[src/rtl/seq_shifter.sv]
// seq_shifter: iterative one-bit-per-clock shift/rotate unit with start/done handshake
module seq_shifter #(
    parameter int WIDTH   = 16,
    parameter int SHAMT_W = 4
) (
    input  logic               clock,
    input  logic               reset,
    input  logic               start,
    input  logic [WIDTH-1:0]   B,
    input  logic [SHAMT_W-1:0] amt,
    input  logic [2:0]         S,
    output logic               in_ready,
    output logic               busy,
    output logic               done,
    output logic [WIDTH-1:0]   H,
    output logic               Il,
    output logic               Ir
);
    typedef enum logic [1:0] {IDLE, SHIFT, DONE} state_t;
    localparam logic [2:0] M_SHL = 3'b001, M_SHR = 3'b010, M_SAR = 3'b011, M_ROL = 3'b100, M_ROR = 3'b101;
    state_t             r_state;
    logic [2:0]         r_mode;
    logic [SHAMT_W-1:0] r_cnt;
    logic [WIDTH-1:0]   r_h;
    logic               r_il, r_ir;
    logic [WIDTH-1:0]   w_next;
    logic               w_left, w_pass;
    always_comb begin
        w_left = (r_mode == M_SHL) || (r_mode == M_ROL);
        w_pass = (S == 3'b000) || (S[2:1] == 2'b11);
        w_next = (r_mode == M_SHL) ? {r_h[WIDTH-2:0], 1'b0} :
                 (r_mode == M_SHR) ? {1'b0, r_h[WIDTH-1:1]} :
                 (r_mode == M_SAR) ? {r_h[WIDTH-1], r_h[WIDTH-1:1]} :
                 (r_mode == M_ROL) ? {r_h[WIDTH-2:0], r_h[WIDTH-1]} :
                 (r_mode == M_ROR) ? {r_h[0], r_h[WIDTH-1:1]} : r_h;
    end
    always_ff @(posedge clock) begin
        if (reset) begin
            r_state <= IDLE;
            r_mode  <= '0;
            r_cnt   <= '0;
            r_h     <= '0;
            r_il    <= 1'b0;
            r_ir    <= 1'b0;
        end else begin
            case (r_state)
                IDLE: if (start) begin
                    r_h     <= B;
                    r_il    <= 1'b0;
                    r_ir    <= 1'b0;
                    r_mode  <= S;
                    r_cnt   <= amt;
                    r_state <= (amt == '0 || w_pass) ? DONE : SHIFT;
                end
                SHIFT: begin
                    r_h   <= w_next;
                    r_cnt <= r_cnt - SHAMT_W'(1);
                    if (w_left) r_il <= r_h[WIDTH-1];
                    else r_ir <= r_h[0];
                    if (r_cnt == SHAMT_W'(1)) r_state <= DONE;
                end
                DONE:    r_state <= IDLE;
                default: r_state <= IDLE;
            endcase
        end
    end
    assign in_ready = (r_state == IDLE);
    assign busy     = (r_state == SHIFT);
    assign done     = (r_state == DONE);
    assign H        = r_h;
    assign Il       = r_il;
    assign Ir       = r_ir;
endmodule

[config.mk]
export PLATFORM = sky130hd
export DESIGN_NAME = seq_shifter
export DESIGN_NICKNAME = d
export VERILOG_FILES = /design/src/rtl/seq_shifter.sv
export SDC_FILE = /design/constraint.sdc
export NUM_CORES = 1
export LEC_CHECK = 0
export BUFFER_PORTS_ARGS = -buffer_cell sky130_fd_sc_hd__buf_2
export CELL_PAD_IN_SITES_DETAIL_PLACEMENT = 1
export CELL_PAD_IN_SITES_GLOBAL_PLACEMENT = 1
export CORE_ASPECT_RATIO = 0.5
export CORE_MARGIN = 1.5
export CORE_UTILIZATION = 40
export CTS_CLUSTER_DIAMETER = 40
export DETAILED_ROUTE_END_ITERATION = 12
export PLACE_DENSITY_LB_ADDON = 0.1
export REMOVE_ABC_BUFFERS = 1
export SLEW_MARGIN = 25
export SYNTH_ARGS = -nofsm -noshare
export SYNTH_HDL_FRONTEND = slang
export SYNTH_SLANG_ARGS = --single-unit
[constraint.sdc]
create_clock -name clock -period 4 [get_ports clock]
set_clock_uncertainty 0.2 [all_clocks]
set_input_delay 0.6 -clock clock [delete_from_list [all_inputs] [get_ports clock]]
set_output_delay 0.6 -clock clock [all_outputs]
set_load 0.01 [all_outputs]
-- Yosys cells after proc, flatten, opt, wreduce, memory -nomap -nowiden
Index checks and enable logic that the tools add are counted.
- add/subtract/negate cells: 1
- $mul: 0
- divide/modulo/power cells: 0
- $lt $le $gt $ge: 0
- equality and inequality tests: 16
- shift operators: 0
- mux-type cells: 18
- bitwise operators: 0
- reductions and logical operators: 14
- operator list (operator ; count):
    $mux 16 ; 6
    $pmux 16 s2 ; 1
    $reduce_and 3->1 ; 3
    $pmux 4 s2 ; 1
    $eq 3x2->1 const B ; 2
    $eq 3x3->1 const B ; 2
    $mux 2 ; 3
    $ne 6x1->1 const B ; 1
    $reduce_and 2->1 ; 3
    $ne 5x1->1 const B ; 1
    $eq 2x2->1 const B ; 2
    $eq 4x1->1 const B ; 1
    $logic_not 4->1 ; 1
    $mux 4 ; 1
    $ne 2x1->1 const B ; 2
    $ne 2x2->1 const B ; 2
    $ne 4x4->1 const B ; 1
    $pmux 1 s2 ; 2
    $pmux 2 s2 ; 1
    $reduce_and 4->1 ; 1
    $sub 4x1->4 const B ; 1
    $eq 3x1->1 const B ; 1
    $logic_not 3->1 ; 1
    $logic_or 1x1->1 ; 3
    other kinds (4) ; 6
- bits in registers: 27
- bits in latches: 0
- RAM bits: 0
- bits in read-only memories: 0
- output and inout bits: 21
- memories: 0

-- Longest topological paths before layout
Gate-level depths: netlist (run 1).
- depth in word-level cells: 7
- depth in mapped cells: 8

-- Least setup slack after synthesis (run 1)
No wires, ideal clock.
- path type: reg-to-output
- start point: register r_state[0]
- end point: output port busy
- arrival: 1116 ps
- data required time: 3200 ps
- slack: 2084 ps
- stages on the path, launching flop included: 6
- buffers on the path: 3
- cells stage by stage: dfxtp_1 -> buf_2 -> nand2b_1 -> clkbuf_1 -> inv_2 -> clkbuf_1
- cells in the longest elaborated chain, start to end: 1
- RTL lines (what ; RTL line ; source):
    start, declared ; 21 ; state_t r_state;
    start signal, assigned ; 53 ; r_state <= (amt == '0 || w_pass) ? DONE : SHIFT;
    $eq 2x1->1 ; 68 ; assign busy = (r_state == SHIFT);
    end, declared ; 13 ; output logic busy,
No other way between the ends.

-- Final worst setup path (run 1)
Same ends and word-level chain as after synthesis.

==> results.yml, run 1 <==
setup_path:
  crit_path_start_kind: "register"
  slowest_delay_ns: 0.75
  endpoint_kind: "output port"
  crit_slowest_cell: "dfxtp_1"
  path_class: "reg -> out"
  path_buf_inv: 3
  ff2ff_path_depth: 5
  crit_family: "buffers and inverters"
  path_max_fanout: 23
  crit_cells: 4
  cp.required_ns: 3.20
  arrival_ns: 1.92
  path_cells: "nand2b_1, buf_4, inv_2, buf_2"
route:
  drt_pass1_iterations: 4
  vias_per_cell: 5.67
  drc: 0
  ant_nets: 0
  routed_wirelength_um: 4460
  wl_per_cell_um: 15.4
  drt_iter0_drc: 77
  vias: 1643
place:
  dpl_cell_area_um2: 1860
  io_buffers: 46
  place_congestion: 0.743
  hpwl_um: 3180
min_path:
  hold_depth: 2
  hold_path_class: "reg -> reg"
floorplanning:
  num_rows: 16
  core_um2: 3900
  initial_core_util: 0.419
  die_area_um2: 4500
  die_h_um: 48.2
  io_pins: 47
  die_w_um: 93.4
sta:
  tns_ns: 0
  hold_violations: 0
  fmax_ghz: 0.368
  worstMarginPinSlew_ns: 0.823
  period_minus_slack_ns: 2.72
  setup_viol: 0
  rsz0062_at_grt: "no"
  relSlewSlack: 0.449
  slew_violations: 0
  finalCritPeriodShare: 0.679
logic_synthesis:
  ys.warnings.count: 0
  synth.cell_area_um2: 1640
  ys_seq_area_frac: 0.331
  synth_common_cells: "nor2_1 (32), dfxtp_1 (27), a21oi_1 (14)"
  yosysTopAreaCellShare: 0.331
  ys_types: 39
  synth_edf_count: 0
  syn_avg_cell_area_um2: 8.06
  ys_top_cells_by_area: "dfxtp_1 (33%), nor2_1 (7.3%), a211oi_1 (6.0%)"
  yosysTopAreaCell: "dfxtp_1"
  syn_inst: 203
  synth.most_common_cell: "nor2_1"
  synth_top_flop_cell: "dfxtp_1"
  async_reset_ff_frac: 0
  ys_seq_elements: 27
clock_network:
  cts_root_buffer: "clkbuf_8"
  clockBufferDepth: 2
  cts_tree: "yes"
  numCtsBuffers: 3
  numClockSinks: 27
  cts.htree.levels: 1
  cts_resized: 0
  postCtsSetupBuffers: 0
  clock_latency_ns: 0.27
  path_clk_slew_ns: 0.09
  cts-hold-fix-buffers: 0
cells_and_area:
  fin_area_um2: 1900
  area_delta_synth_final_pct: 16.5
  nets: 265
  antenna_cells: 0
  drive_gt1_frac: 0.242
grt:
  antenna_found_initial: 0
  grt_pass1_vias: 1479
  grt_max_degree: 40
  grt_pass1_wl_um: 6960
  grt_usage: 0.203
  grt.overflow.total: 0
run_status:
  status: "finished, final reports clean"
power:
  powerDensity_nw_per_um2: 376
  peakVddDrop_v: 0.000123
  leakage_nw: 0.740
flow_run:
  cap_violations: 0
-- tightest hold or removal path, delay by kind of cell (launching register included) --
kind,cells,cell delay (ns)
AO/OA/AOI/OAI,2,0.13
flip-flops,1,0.32
-- layout make-up --
type	instances	area, um2
Sequential cell	27	541
Tap cell	54	67.6
Clock buffer	4	45.0
Timing Repair Buffer	47	238
Fill cell	513	2000
Inverter	6	22.5
Multi-Input combinational cell	152	991
-- worst paths after layout --
check / startpoint / end / slack, ns
min reg2reg: Ir / Ir / 0.29
max: r_state[0] / busy / 1.28
min: Ir / Ir / 0.29
max reg2reg: r_state[0] / H[1] / 1.44
-- metal layers --
layer	share of wire	global-route usage	wire, um
met5	0	0	0
met4	0	0.0242	0
met1	0.50	0.255	2240
met2	0.46	0.374	2060
met3	0.037	0.0530	164
-- stage by stage --
step	hold slack (ns)	utilization	cells	power, mW	worst slack, ns
4_1_cts	0.296	0.488	290	0.726	1.30
3_3_place_gp	0.264	0.476	286	0.558	1.59
3_5_place_dp	0.283	0.476	286	0.565	1.48
5_1_grt	0.329	0.488	290	0.770	1.15
2_1_floorplan	0.274	-	185	0.477	1.73
6_report	0.290	0.488	290	0.716	1.28
-- sequential cells by signal (all words and copies together), names as in the netlist --
name,flops
r_cnt,4
r_state,2
H,16
Il,1
r_mode,3
Ir,1
-- logic make-up after synthesis --
kind of cell,synth area share
AND/OR/NAND/NOR,0.287
flip-flops,0.331
buffers and inverters,0.0635
adder cells (fa/ha/maj),0.0153
XOR/XNOR,0.00995
AO/OA/AOI/OAI,0.282
multiplexers,0.0122
-- power by group --
part	switching, mW	total [mW]	internal, mW
clock	0.0863	0.158	0.0714
combinational	0.122	0.213	0.0906
sequential	0.0454	0.345	0.299
total	0.254	0.716	0.461
-- cells in the final DEF, fill, tap and decap left out, types with 2 or more instances in the layout --
master | synthesis | final
a211oi_1 | 13 | 13
a21oi_1 | 14 | 14
a22o_1 | 2 | 2
a22oi_1 | 2 | 2
a32oi_1 | 3 | 3
buf_2 | 5 | 46
clkbuf_8 | 0 | 3
dfxtp_1 | 27 | 27
ha_1 | 2 | 2
inv_1 | 5 | 5
mux2i_1 | 2 | 2
nand2_1 | 5 | 5
nand2b_1 | 5 | 5
nand3b_1 | 12 | 12
nor2_1 | 32 | 32
nor2b_1 | 2 | 2
nor3_1 | 7 | 7
nor3b_1 | 11 | 11
nor4_1 | 2 | 2
o21a_1 | 3 | 3
o21ai_0 | 7 | 7
o221ai_1 | 2 | 2
o41ai_1 | 11 | 11
or3_1 | 2 | 2
Power figures use the tool's default switching activity.
==> inputs of run 2 (changes only) <==
Settings changed: ABC_AREA from default to 1, CORE_UTILIZATION 40 to 32.
Clock period 4 ns to 2.32 ns, I/O delays scaled along.
==> run 2 against run 1 <==
  * Worst hold slack worse by 0.18 ns
  * Die area is 33% higher
  * Wire length is 16% higher
  * Highest routed layer is now met4
==> results.yml, run 2 <==
floorplanning:
  die_area_um2: 5970
  core_um2: 5110
  die_w_um: 108
  io_pins: 47
  initial_core_util: 0.344
  num_rows: 18
  die_h_um: 55.4
logic_synthesis:
  synth_edf_count: 0
  yosysTopAreaCell: "dfxtp_1"
  yosysTopAreaCellShare: 0.307
  async_reset_ff_frac: 0
  ys_top_cells_by_area: "dfxtp_1 (31%), nand2_1 (22%), nand3_1 (11%)"
  synth.most_common_cell: "nand2_1"
  ys_seq_elements: 27
  synth.cell_area_um2: 1760
  synth_common_cells: "nand2_1 (102), nand3_1 (37), inv_1 (31)"
  syn_inst: 286
  ys.warnings.count: 0
  syn_avg_cell_area_um2: 6.15
  ys_types: 26
  synth_top_flop_cell: "dfxtp_1"
  ys_seq_area_frac: 0.307
sta:
  tns_ns: 0
  fmax_ghz: 0.486
  finalCritPeriodShare: 0.887
  worstMarginPinSlew_ns: 0.418
  hold_violations: 0
  period_minus_slack_ns: 2.06
  slew_violations: 0
  relSlewSlack: 0.721
  rsz0062_at_grt: "no"
  setup_viol: 0
clock_network:
  postCtsSetupBuffers: 0
  numClockSinks: 27
  cts_resized: 0
  cts-hold-fix-buffers: 0
  cts_root_buffer: "clkbuf_8"
  clock_latency_ns: 0.28
  path_clk_slew_ns: 0.09
  numCtsBuffers: 3
  clockBufferDepth: 2
  cts.htree.levels: 1
  cts_tree: "yes"
cells_and_area:
  nets: 357
  nFillCells: 723
  fin_area_um2: 2080
  largest_reg_flops: 16
  final_common_cell: "nand2_1"
  seq_area_um2: 541
  final_util: 0.406
  multi_input_area_um2: 1010
  drive_gt1_frac: 0.256
  antenna_cells: 0
  mostFrequentLayoutCells: "nand2_1 (102), buf_2 (46), nand3_1 (37), inv_1 (31), dfxtp_1 (27)"
  area_delta_synth_final_pct: 18.1
place:
  hpwl_um: 3850
  dpl_cell_area_um2: 2030
  io_buffers: 46
  place_congestion: 0.810
route:
  vias_per_cell: 4.74
  ant_nets: 0
  drt_pass1_iterations: 4
  wl_per_cell_um: 13.0
  drc: 0
  vias: 1887
  routed_wirelength_um: 5190
  drt_iter0_drc: 53
grt:
  grt.overflow.total: 0
  antenna_found_initial: 0
  grt_pass1_wl_um: 8930
  grt_usage: 0.185
  grt_max_degree: 25
  grt_pass1_vias: 1898
setup_path:
  cp.required_ns: 1.77
  endpoint_kind: "output port"
  arrival_ns: 1.51
  path_max_fanout: 24
  crit_path_start_kind: "register"
  path_class: "reg -> out"
power:
  peakVddDrop_v: 0.000232
  leakage_nw: 1.12
  powerDensity_nw_per_um2: 692
flow_run:
  cap_violations: 0
min_path:
  hold_path_class: "in -> reg"
run_status:
  status: "finished, final reports clean"
run 2: changes by cell type after synthesis, sizes merged, moves of 5 or more:
cell,before,now
nand2,5,106
nand3,1,38
inv,6,33
a211oi,13,0
nand3b,12,0
nor2,32,44
nor3b,12,0
o41ai,11,0
clkbuf,11,2
a21oi,14,6
nor3,7,0
nand4,0,6
nand2b,5,0
run 2: path summary, 6_finish.rpt:
kind / slack (ns) / cells after the start / endpoint / from
max reg2reg: 0.43 / 8 / H[12] / r_mode[1]
max: 0.26 / 5 / busy / r_state[1]
min: 0.11 / 2 / r_state[0] / reset
min reg2reg: 0.27 / 2 / Ir / Ir
run 2: worst max-delay path, cell delays in order, from the launching register on:
cell and delay [ns]:
dfxtp_1 0.32, inv_1 0.08, nand2_1 0.21, inv_2 0.14, buf_4 0.29, buf_2 0.19
run 2: final cells by class:
class / count / share of cell area
multi-input combinational: 214 / 0.485
timing repair buffer: 50 / 0.131
clock buffer: 4 / 0.0217
inverter: 33 / 0.0597
tap: 70 / 0.0422
sequential: 27 / 0.260
run 2: cell families (layout without fill, tap and decap cells):
family,count (synthesis),in the layout,share of synthesized area
fa+ha+maj,2,2,0.0142
flops,27,27,0.307
buf+inv,45,87,0.120
simple gates,196,196,0.506
compound gates,16,16,0.0520
run 2: through the flow:
stage	setup WS, ns	hold slack [ns]	cells	power, mW
CTS	0.241	0.102	398	1.46
global placement	0.518	0.256	394	1.15
global route	0.160	0.122	398	1.56
finish	0.263	0.110	398	1.44
detailed placement	0.439	0.258	394	1.17
floorplan	0.217	0.217	274	0.964
run 2: power breakdown:
group / switching, mW / internal [mW] / total, mW
Combinational: 0.378 / 0.212 / 0.591
Clock: 0.158 / 0.123 / 0.282
Sequential: 0.0392 / 0.525 / 0.565
run 2: routing by layer:
| metal | vias up | global-route usage | share of wire |
|---|---|---|---|
| li1 | 973 | - | - |
| met1 | 878 | 0.258 | 0.52 |
| met2 | 32 | 0.306 | 0.45 |
| met3 | 4 | 0.0354 | 0.031 |
| met4 | 0 | 0.0226 | 0.0052 |
| met5 | - | 0 | 0 |
==> inputs of run 3 (changes only) <==
Settings changed: CAP_MARGIN from default to 40, PLACE_DENSITY from default to 0.81, PLACE_DENSITY_LB_ADDON 0.1 to default.
==> run 3 against run 2 <==
  * Critical path depth stayed put
  * Highest routed layer unchanged
  * Largest cell class unchanged
  * Combinational power is 4.1% lower
  * Non-clock buffer count is 1 lower
  * Global-route usage is 0.80 points lower
  * Final cell count is 0.25% lower
  * Sequential power hardly changed
  * Sequential share of layout area is 0.24 points higher
  * Maximum frequency is 1.2% higher
  * Flip-flop and latch count stayed put
  * Critical path type unchanged
==> results.yml, run 3 (synthesis results as in run 2) <==
run_status:
  status: "finished, final reports clean"
sta:
  tns_ns: 0
  relSlewSlack: 0.579
  fin_hold_ws_ns: 0.114
  fmax_ghz: 0.492
  period_minus_slack_ns: 2.03
  setup_viol: 0
  hold_violations: 0
  finalCritPeriodShare: 0.876
  slew_violations: 0
  worstMarginPinSlew_ns: 0.629
  rsz0062_at_grt: "no"
flow_run:
  cap_violations: 0
cells_and_area:
  area_delta_synth_final_pct: 17.0
  nFillCells: 699
  final_common_cell: "nand2_1"
  largest_reg_flops: 16
  nets: 356
  mostFrequentLayoutCells: "nand2_1 (102), buf_2 (46), nand3_1 (37), inv_1 (31), dfxtp_1 (27)"
  drive_gt1_frac: 0.257
  final_util: 0.402
  antenna_cells: 0
  seq_area_um2: 541
  multi_input_area_um2: 1010
floorplanning:
  die_w_um: 108
  num_rows: 18
  die_h_um: 55.4
  core_um2: 5110
  io_pins: 47
  die_area_um2: 5970
  initial_core_util: 0.344
setup_path:
  reg2reg_slack_ns: 0.35
  crit_end: "busy"
  cp.required_ns: 1.77
  path_max_fanout: 24
  path_class: "reg -> out"
  crit_path_start_kind: "register"
  arrival_ns: 1.48
  cp-startpoint: "r_state[1]"
  r2r_start: "r_state[1]"
  ff2ff_path_depth: 7
  rr_endpoint: "H[1]"
  endpoint_kind: "output port"
place:
  place_congestion: 0.787
  hpwl_um: 3690
  io_buffers: 46
grt:
  grt_pass1_wl_um: 8450
  grt_pass1_vias: 1908
  grt_max_degree: 30
  grt.overflow.total: 0
  antenna_found_initial: 0
  grt_usage: 0.177
clock_network:
  cts-hold-fix-buffers: 0
  cts_root_buffer: "clkbuf_8"
  clockBufferDepth: 2
  path_clk_slew_ns: 0.10
  numCtsBuffers: 3
  numClockSinks: 27
  cts_resized: 0
  postCtsSetupBuffers: 0
  cts.htree.levels: 1
  clock_latency_ns: 0.29
  cts_tree: "yes"
route:
  vias_per_cell: 4.77
  routed_wirelength_um: 4990
  ant_nets: 0
  drt_pass1_iterations: 4
  drt_iter0_drc: 37
  wl_per_cell_um: 12.6
  drc: 0
  vias: 1895
power:
  powerDensity_nw_per_um2: 692
  peakVddDrop_v: 0.000239
  leakage_nw: 1.11
  power_mw: 1.42
min_path:
  hold_depth: 2
  hold_path_class: "in -> reg"
[run 3: changes by cell type in the layout (fill, tap and decap cells not counted)]
cell      before  now
clkinv_2       0    1
clkbuf_1       1    0
buf_12         1    0
[run 3: routing by layer]
layer | wire [um] | GRT usage | up-vias
met5 | 0 | 0 | -
met4 | 62 | 0.0602 | 0
met3 | 227 | 0.0354 | 5
met2 | 2360 | 0.319 | 33
met1 | 2340 | 0.210 | 887
li1 | - | - | 970
[run 3: final cells by class]
class                      instances  area share
sequential                        27       0.263
tap                               70      0.0426
clock buffer                       3      0.0201
inverter                          33      0.0602
multi-input combinational        214       0.489
timing repair buffer              49       0.123
clock inverter                     1     0.00243
[run 3: how the worst min path moves through the flow]
stage          slack (ns)  start  to
3_5_place_dp         0.26     Ir  Ir
3_3_place_gp         0.26     Ir  Ir
5_1_grt              0.11  reset  Ir
4_1_cts              0.10  reset  Ir
2_1_floorplan        0.22  reset  Il
6_report             0.11  reset  Ir
[run 3: power breakdown]
| part | internal, mW | leakage (nW) | switching [mW] | total, mW |
|---|---|---|---|---|
| Clock | 0.121 | 0.0255 | 0.170 | 0.291 |
| Combinational | 0.201 | 0.863 | 0.365 | 0.567 |
| Sequential | 0.525 | 0.223 | 0.0396 | 0.565 |
[run 3: metrics by stage]
step	std cells	cell area [um2]	setup WS, ns
global placement	393	2010	0.471
CTS	397	2060	0.284
detailed placement	393	2010	0.351
global route	397	2060	0.166
floorplan	274	1670	0.217
finish	397	2060	0.288
[run 3: worst max-delay path, cell delays in order (launching register included)]
cell and delay [ns]:
dfxtp_1 0.33, inv_1 0.09, nand2_1 0.19, inv_2 0.12, buf_4 0.27, buf_2 0.19
